**src/rtl/id_stage_pipe.sv**
```systemverilog
// id_stage_pipe: RV32I decode stage with register file, immediate generation and ID/EX register.
// Optional macro ID_WB_BYPASS_EN forwards same-cycle writeback data onto the read ports.
module id_stage_pipe #(
  parameter int XLEN = 32,
  parameter int NUM_REGS = 32,
  parameter int IMM_WIDTH = 32,
  localparam int RW = $clog2(NUM_REGS)
) (
  input  logic                 clk,
  input  logic                 rst,
  input  logic                 in_valid,
  output logic                 in_ready,
  input  logic [XLEN-1:0]      in_instr,
  input  logic [XLEN-1:0]      in_pc,
  input  logic                 wb_en,
  input  logic [RW-1:0]        wb_rd,
  input  logic [XLEN-1:0]      wb_data,
  input  logic                 ex_is_load,
  input  logic [RW-1:0]        ex_rd,
  input  logic                 flush,
  output logic                 out_valid,
  input  logic                 out_ready,
  output logic [XLEN-1:0]      out_pc,
  output logic [XLEN-1:0]      out_rs1_data,
  output logic [XLEN-1:0]      out_rs2_data,
  output logic [IMM_WIDTH-1:0] out_imm,
  output logic [RW-1:0]        out_rd,
  output logic [RW-1:0]        out_rs1,
  output logic [RW-1:0]        out_rs2,
  output logic [6:0]           out_opcode,
  output logic [2:0]           out_funct3,
  output logic [6:0]           out_funct7
);
  logic [6:0] opcode;
  logic [2:0] funct3;
  logic [6:0] funct7;
  logic [RW-1:0] rd, rs1, rs2;
  logic [XLEN-1:0] regs [NUM_REGS];
  logic [XLEN-1:0] rs1_data, rs2_data;
  logic [31:0] imm32;
  logic is_i, is_s, is_b, is_u, is_j, is_r;
  logic rs1_used, rs2_used, hazard, adv, load;
  assign opcode = in_instr[6:0];
  assign rd     = in_instr[7 +: RW];
  assign funct3 = in_instr[14:12];
  assign rs1    = in_instr[15 +: RW];
  assign rs2    = in_instr[20 +: RW];
  assign funct7 = in_instr[31:25];
  assign is_i = opcode == 7'b0000011 || opcode == 7'b0010011 || opcode == 7'b1100111;
  assign is_s = opcode == 7'b0100011;
  assign is_b = opcode == 7'b1100011;
  assign is_u = opcode == 7'b0110111 || opcode == 7'b0010111;
  assign is_j = opcode == 7'b1101111;
  assign is_r = opcode == 7'b0110011;
  assign rs1_used = !is_u && !is_j;
  assign rs2_used = is_r || is_s || is_b;
  always_ff @(posedge clk or negedge rst)
    if (!rst) for (int i = 0; i < NUM_REGS; i++) regs[i] <= '0;
    else if (wb_en && wb_rd != '0) regs[wb_rd] <= wb_data;
  always_comb begin
`ifdef ID_WB_BYPASS_EN
    rs1_data = rs1 == '0 ? '0 : (wb_en && wb_rd == rs1) ? wb_data : regs[rs1];
    rs2_data = rs2 == '0 ? '0 : (wb_en && wb_rd == rs2) ? wb_data : regs[rs2];
`else
    rs1_data = rs1 == '0 ? '0 : regs[rs1];
    rs2_data = rs2 == '0 ? '0 : regs[rs2];
`endif
  end
  always_comb
    imm32 = is_i ? {{20{in_instr[31]}}, in_instr[31:20]} :
            is_s ? {{20{in_instr[31]}}, in_instr[31:25], in_instr[11:7]} :
            is_b ? {{19{in_instr[31]}}, in_instr[31], in_instr[7], in_instr[30:25], in_instr[11:8], 1'b0} :
            is_u ? {in_instr[31:12], 12'b0} :
            is_j ? {{11{in_instr[31]}}, in_instr[31], in_instr[19:12], in_instr[20], in_instr[30:21], 1'b0} :
            32'b0;
  assign hazard = in_valid && ex_is_load && ex_rd != '0 &&
                  ((ex_rd == rs1 && rs1_used) || (ex_rd == rs2 && rs2_used));
  assign adv      = !out_valid || out_ready;
  assign in_ready = adv && !hazard && !flush;
  assign load     = in_valid && in_ready;
  always_ff @(posedge clk or negedge rst)
    if (!rst) begin
      out_valid    <= 1'b0;
      out_pc       <= '0;
      out_rs1_data <= '0;
      out_rs2_data <= '0;
      out_imm      <= '0;
      out_rd       <= '0;
      out_rs1      <= '0;
      out_rs2      <= '0;
      out_opcode   <= '0;
      out_funct3   <= '0;
      out_funct7   <= '0;
    end else begin
      if (flush || adv) out_valid <= load;
      if (load) begin
        out_pc       <= in_pc;
        out_rs1_data <= rs1_data;
        out_rs2_data <= rs2_data;
        out_imm      <= IMM_WIDTH'($signed(imm32));
        out_rd       <= rd;
        out_rs1      <= rs1;
        out_rs2      <= rs2;
        out_opcode   <= opcode;
        out_funct3   <= funct3;
        out_funct7   <= funct7;
      end
    end
endmodule

```
**config.mk**
```make
export PLATFORM = sky130hd
export DESIGN_NAME = id_stage_pipe
export DESIGN_NICKNAME = d
export VERILOG_FILES = /design/src/rtl/id_stage_pipe.sv
export SDC_FILE = /design/constraint.sdc
export NUM_CORES = 2
export LEC_CHECK = 0
export CAP_MARGIN = 25
export CORE_AREA = 2 2 371 373
export CTS_BUF_LIST = sky130_fd_sc_hd__clkbuf_16
export DETAILED_ROUTE_END_ITERATION = 12
export DIE_AREA = 0 0 373 375
export HOLD_SLACK_MARGIN = 0.02
export SKIP_CTS_REPAIR_TIMING = 1
export SYNTH_ARGS = -nofsm -noshare
export SYNTH_HDL_FRONTEND = slang
export SYNTH_SLANG_ARGS = --single-unit
```
**constraint.sdc**
```tcl
create_clock -name clk -period 6.1 [get_ports clk]
set_input_delay 1.22 -clock clk [delete_from_list [all_inputs] [get_ports clk]]
set_output_delay 1.22 -clock clk [all_outputs]
set_load 0.01 [all_outputs]
```
==> metrics.yaml <==
outcome:
  outcome: "completed"
sta:
  rsz0062_at_grt: "false"
  timing.setup.tns_ps: 0
  fmax_mhz: 187.7
  hold_ws_ps: 394.6
  finClkSkew_ps: 15.50
  worstMarginPinSlew_ps: 1170
  max_slew_margin_pct: 22.01
  hold_viol: 0
  period_needed_ps: 5328
  fin_crit_sh_pct: 87.35
  setup_violations: 0
  finalMaxSlewViolations: 0
clock_tree:
  cts_root_buffer: "clkbuf_16"
  cts_htree_levels: 4
  cts_tree: "built"
  path_clk_slew_ps: 50
  cts_buffers: 135
  clockBufferDepth: 3
  clkSinkCount: 1185
  insertion_delay_ps: 780
setup_path:
  cp-end-kind: "primary output"
  slowest_stage: "clkdlybuf4s50_1"
  startpoint_type: "input pin"
  path_buf_inv: 3
  slowest_delay_ps: 580
  path_class: "input pin to primary output"
  cp.arrival_ps: 4110
  worst_path_most_repeated_cell: "clkdlybuf4s50_1"
  crit_fanout: 11
  crit_chain: "clkdlybuf4s50_1 > or3b_4 > a21oi_4 > nor4_2 > buf_4 > or2_2 > a211oi_1 > clkdlybuf4s50_1"
  critPathRequiredTime_ps: 4880
  critical-path-top-delay-family: "buffers and inverters"
floorplanning:
  die-area_sq_um: 139900
  core.rowCount: 136
  die_w_um: 373
  start_util_pct: 44.66
  ios: 275
  core_sq_um: 136300
  dieHeight_um: 375
route:
  wirelength_um: 200800
  drc_errors: 0
  firstDrtPassIters: 5
  ant_nets: 0
  drt-initial-drc-count: 3777
  vias: 41260
  wire_per_inst_um: 31.12
  drt-vias-per-instance: 6.394
worst_hold_path:
  hold_path_class: "register to register"
layout:
  nNetsFinal: 4664
  area_growth_pct: 15.15
  antennaDiodeCount: 0
  register_area_sq_um: 29650
  fillCellCount: 11630
  drive_above_1_share_pct: 41.06
  multi_input_comb_area_sq_um: 29350
  final_util_pct: 51.43
logic_synthesis:
  yosys_register_bits: 1185
  synthAdderAreaFrac_pct: 0
  ys_seq_area_share_pct: 48.71
  yosys.area_share.xor_xnor_pct: 0.1439
  yosysMostFrequentCell: "mux2_2"
  ys_types: 55
  synth_common_cells: "mux2_2 (1,274), dfrtp_1 (1,185), mux2i_1 (359), clkbuf_1 (288), mux4_2 (232)"
  syn_area_sq_um: 60880
  synthTopCellsByArea: "dfrtp_1 (49%), mux2_2 (24%), mux4_2 (8.6%)"
  muxShareOfSynthArea_pct: 38.14
  synth-compound-area-share_pct: 6.809
  synthCells: 4456
  synth.top_cell.area_share_pct: 48.71
  yosys.area_share.simple_pct: 2.645
  synth_top_family_by_area: "multiplexers"
  synth_edf_count: 0
  synth.largest_area_cell: "dfrtp_1"
  yosys_warnings: 0
  synthArstFlopShare_pct: 100.0
  synth-main-ff-cell: "dfrtp_1"
  synthesis.nets: 4569
  syn_area_per_cell_sq_um: 13.66
global_routing:
  track_usage_pct: 28.47
  met2_usage_pct: 44.18
  grt_busiest_layer: "met2"
  grtUsageMet1_pct: 40.10
  grt_use_met3_pct: 5.026
  antenna_found_initial: 6
  gr-total-overflow: 0
  grt_pass1_wl_um: 294500
  grt_pass1_vias: 41820
  grt_max_degree: 148
power:
  p_comb_share_pct: 20.2
  seqPwrFrac_pct: 45.7
  pwr-share-clk_pct: 34.1
  ir_drop_uv: 224.8
  swShare_pct: 28.03
  powerDensity_nw_per_um2: 325.1
  power.net_switching_w: 0.006388
  leakage_nw: 30.70
  intPower_w: 0.01640
placed_design:
  gp_congestion: 0.8188
  dp_hpwl_um: 119400
  placement.io_buffers: 274
job:
  drv_cap: 0
[state kept, by name, summed over array words and instances (netlist names)]
register      count
out_rs2           5
out_rd            5
out_rs2_data     32
out_funct7        7
out_imm          32
out_pc           32
out_rs1_data     32
out_funct3        3
out_valid         1
out_opcode        7
out_rs1           5
regs           1024
[per-stage QoR]
step | instance area, sq um | setup slack (ps) | power (W) | std cells
floorplan | 60880 | 1812 | 0.01335 | 4456
global placement | 65290 | 820.9 | 0.01492 | 6179
detailed placement | 65610 | 768.1 | 0.01508 | 6193
CTS | 69750 | 764.9 | 0.02287 | 6438
global route | 70100 | 650.9 | 0.02377 | 6453
finish | 70100 | 771.5 | 0.02279 | 6453
[power by group through the flow]
stage               sequential (W)  combinational, W  clock [W]
floorplan                   0.0102           0.00313          0
global placement            0.0105           0.00446          0
detailed placement          0.0105           0.00456          0
CTS                         0.0104           0.00458    0.00791
global route                0.0106           0.00493    0.00824
finish                      0.0104           0.00459    0.00777
[cells in the final DEF (no fill, tap or decap), types with 59 or more instances in the layout]
master           synthesis  layout
mux2i_1                359     359
clkbuf_16                0     147
inv_1                   42      70
o22ai_1                123     123
dfrtp_1               1185    1185
nand3_1                 77      77
clkdlybuf4s50_1          0     268
mux4_2                 232     232
a22oi_1                156     156
nand2_1                 83      63
a21oi_1                 59      59
buf_4                    6     107
mux2_2                1274    1274
[area by class of cell]
cell class                 count  share of cell area (%)
multi-input combinational   2761                   41.87
clock inverter               105                  0.9156
timing repair buffer         425                   6.482
tap                         1794                   3.202
clock buffer                 140                   4.998
sequential                  1185                   42.30
inverter                      43                  0.2302
[path summary, 6_finish.rpt]
| check | startpoint | end | slack (ps) | cells past startpoint |
|---|---|---|---|---|
| worst max-delay path | in_instr[6] | in_ready | 770 | 8 |
| max in group asynchronous | rst | regs[880]$_DFFE_PN0P_ | 4170 | 2 |
| worst min-delay path | regs[1008]$_DFFE_PN0P_ | regs[1008]$_DFFE_PN0P_ | 390 | 0 |
| worst max register to register | out_valid$_DFFE_PN0P_ | out_rs2_data[14]$_DFFE_PN0P_ | 3410 | 8 |
| min in group asynchronous | rst | out_pc[9]$_DFFE_PN0P_ | 470 | 1 |
| worst min register to register | regs[1008]$_DFFE_PN0P_ | regs[1008]$_DFFE_PN0P_ | 390 | 0 |
[cell families after synthesis]
logic type	Yosys count
compound gates	576
simple gates	305
mux	1870
buf+inv	510
flops	1185
xor+xnor	10
[routing by layer]
| layer | vias up | share of wire, % |
|---|---|---|
| li1 | 17140 | - |
| met1 | 22130 | 44 |
| met2 | 1574 | 46 |
| met3 | 420 | 6.6 |
| met4 | 2 | 3.6 |
| met5 | - | 0.0065 |
No activity file was read; power rests on OpenSTA's default activity.
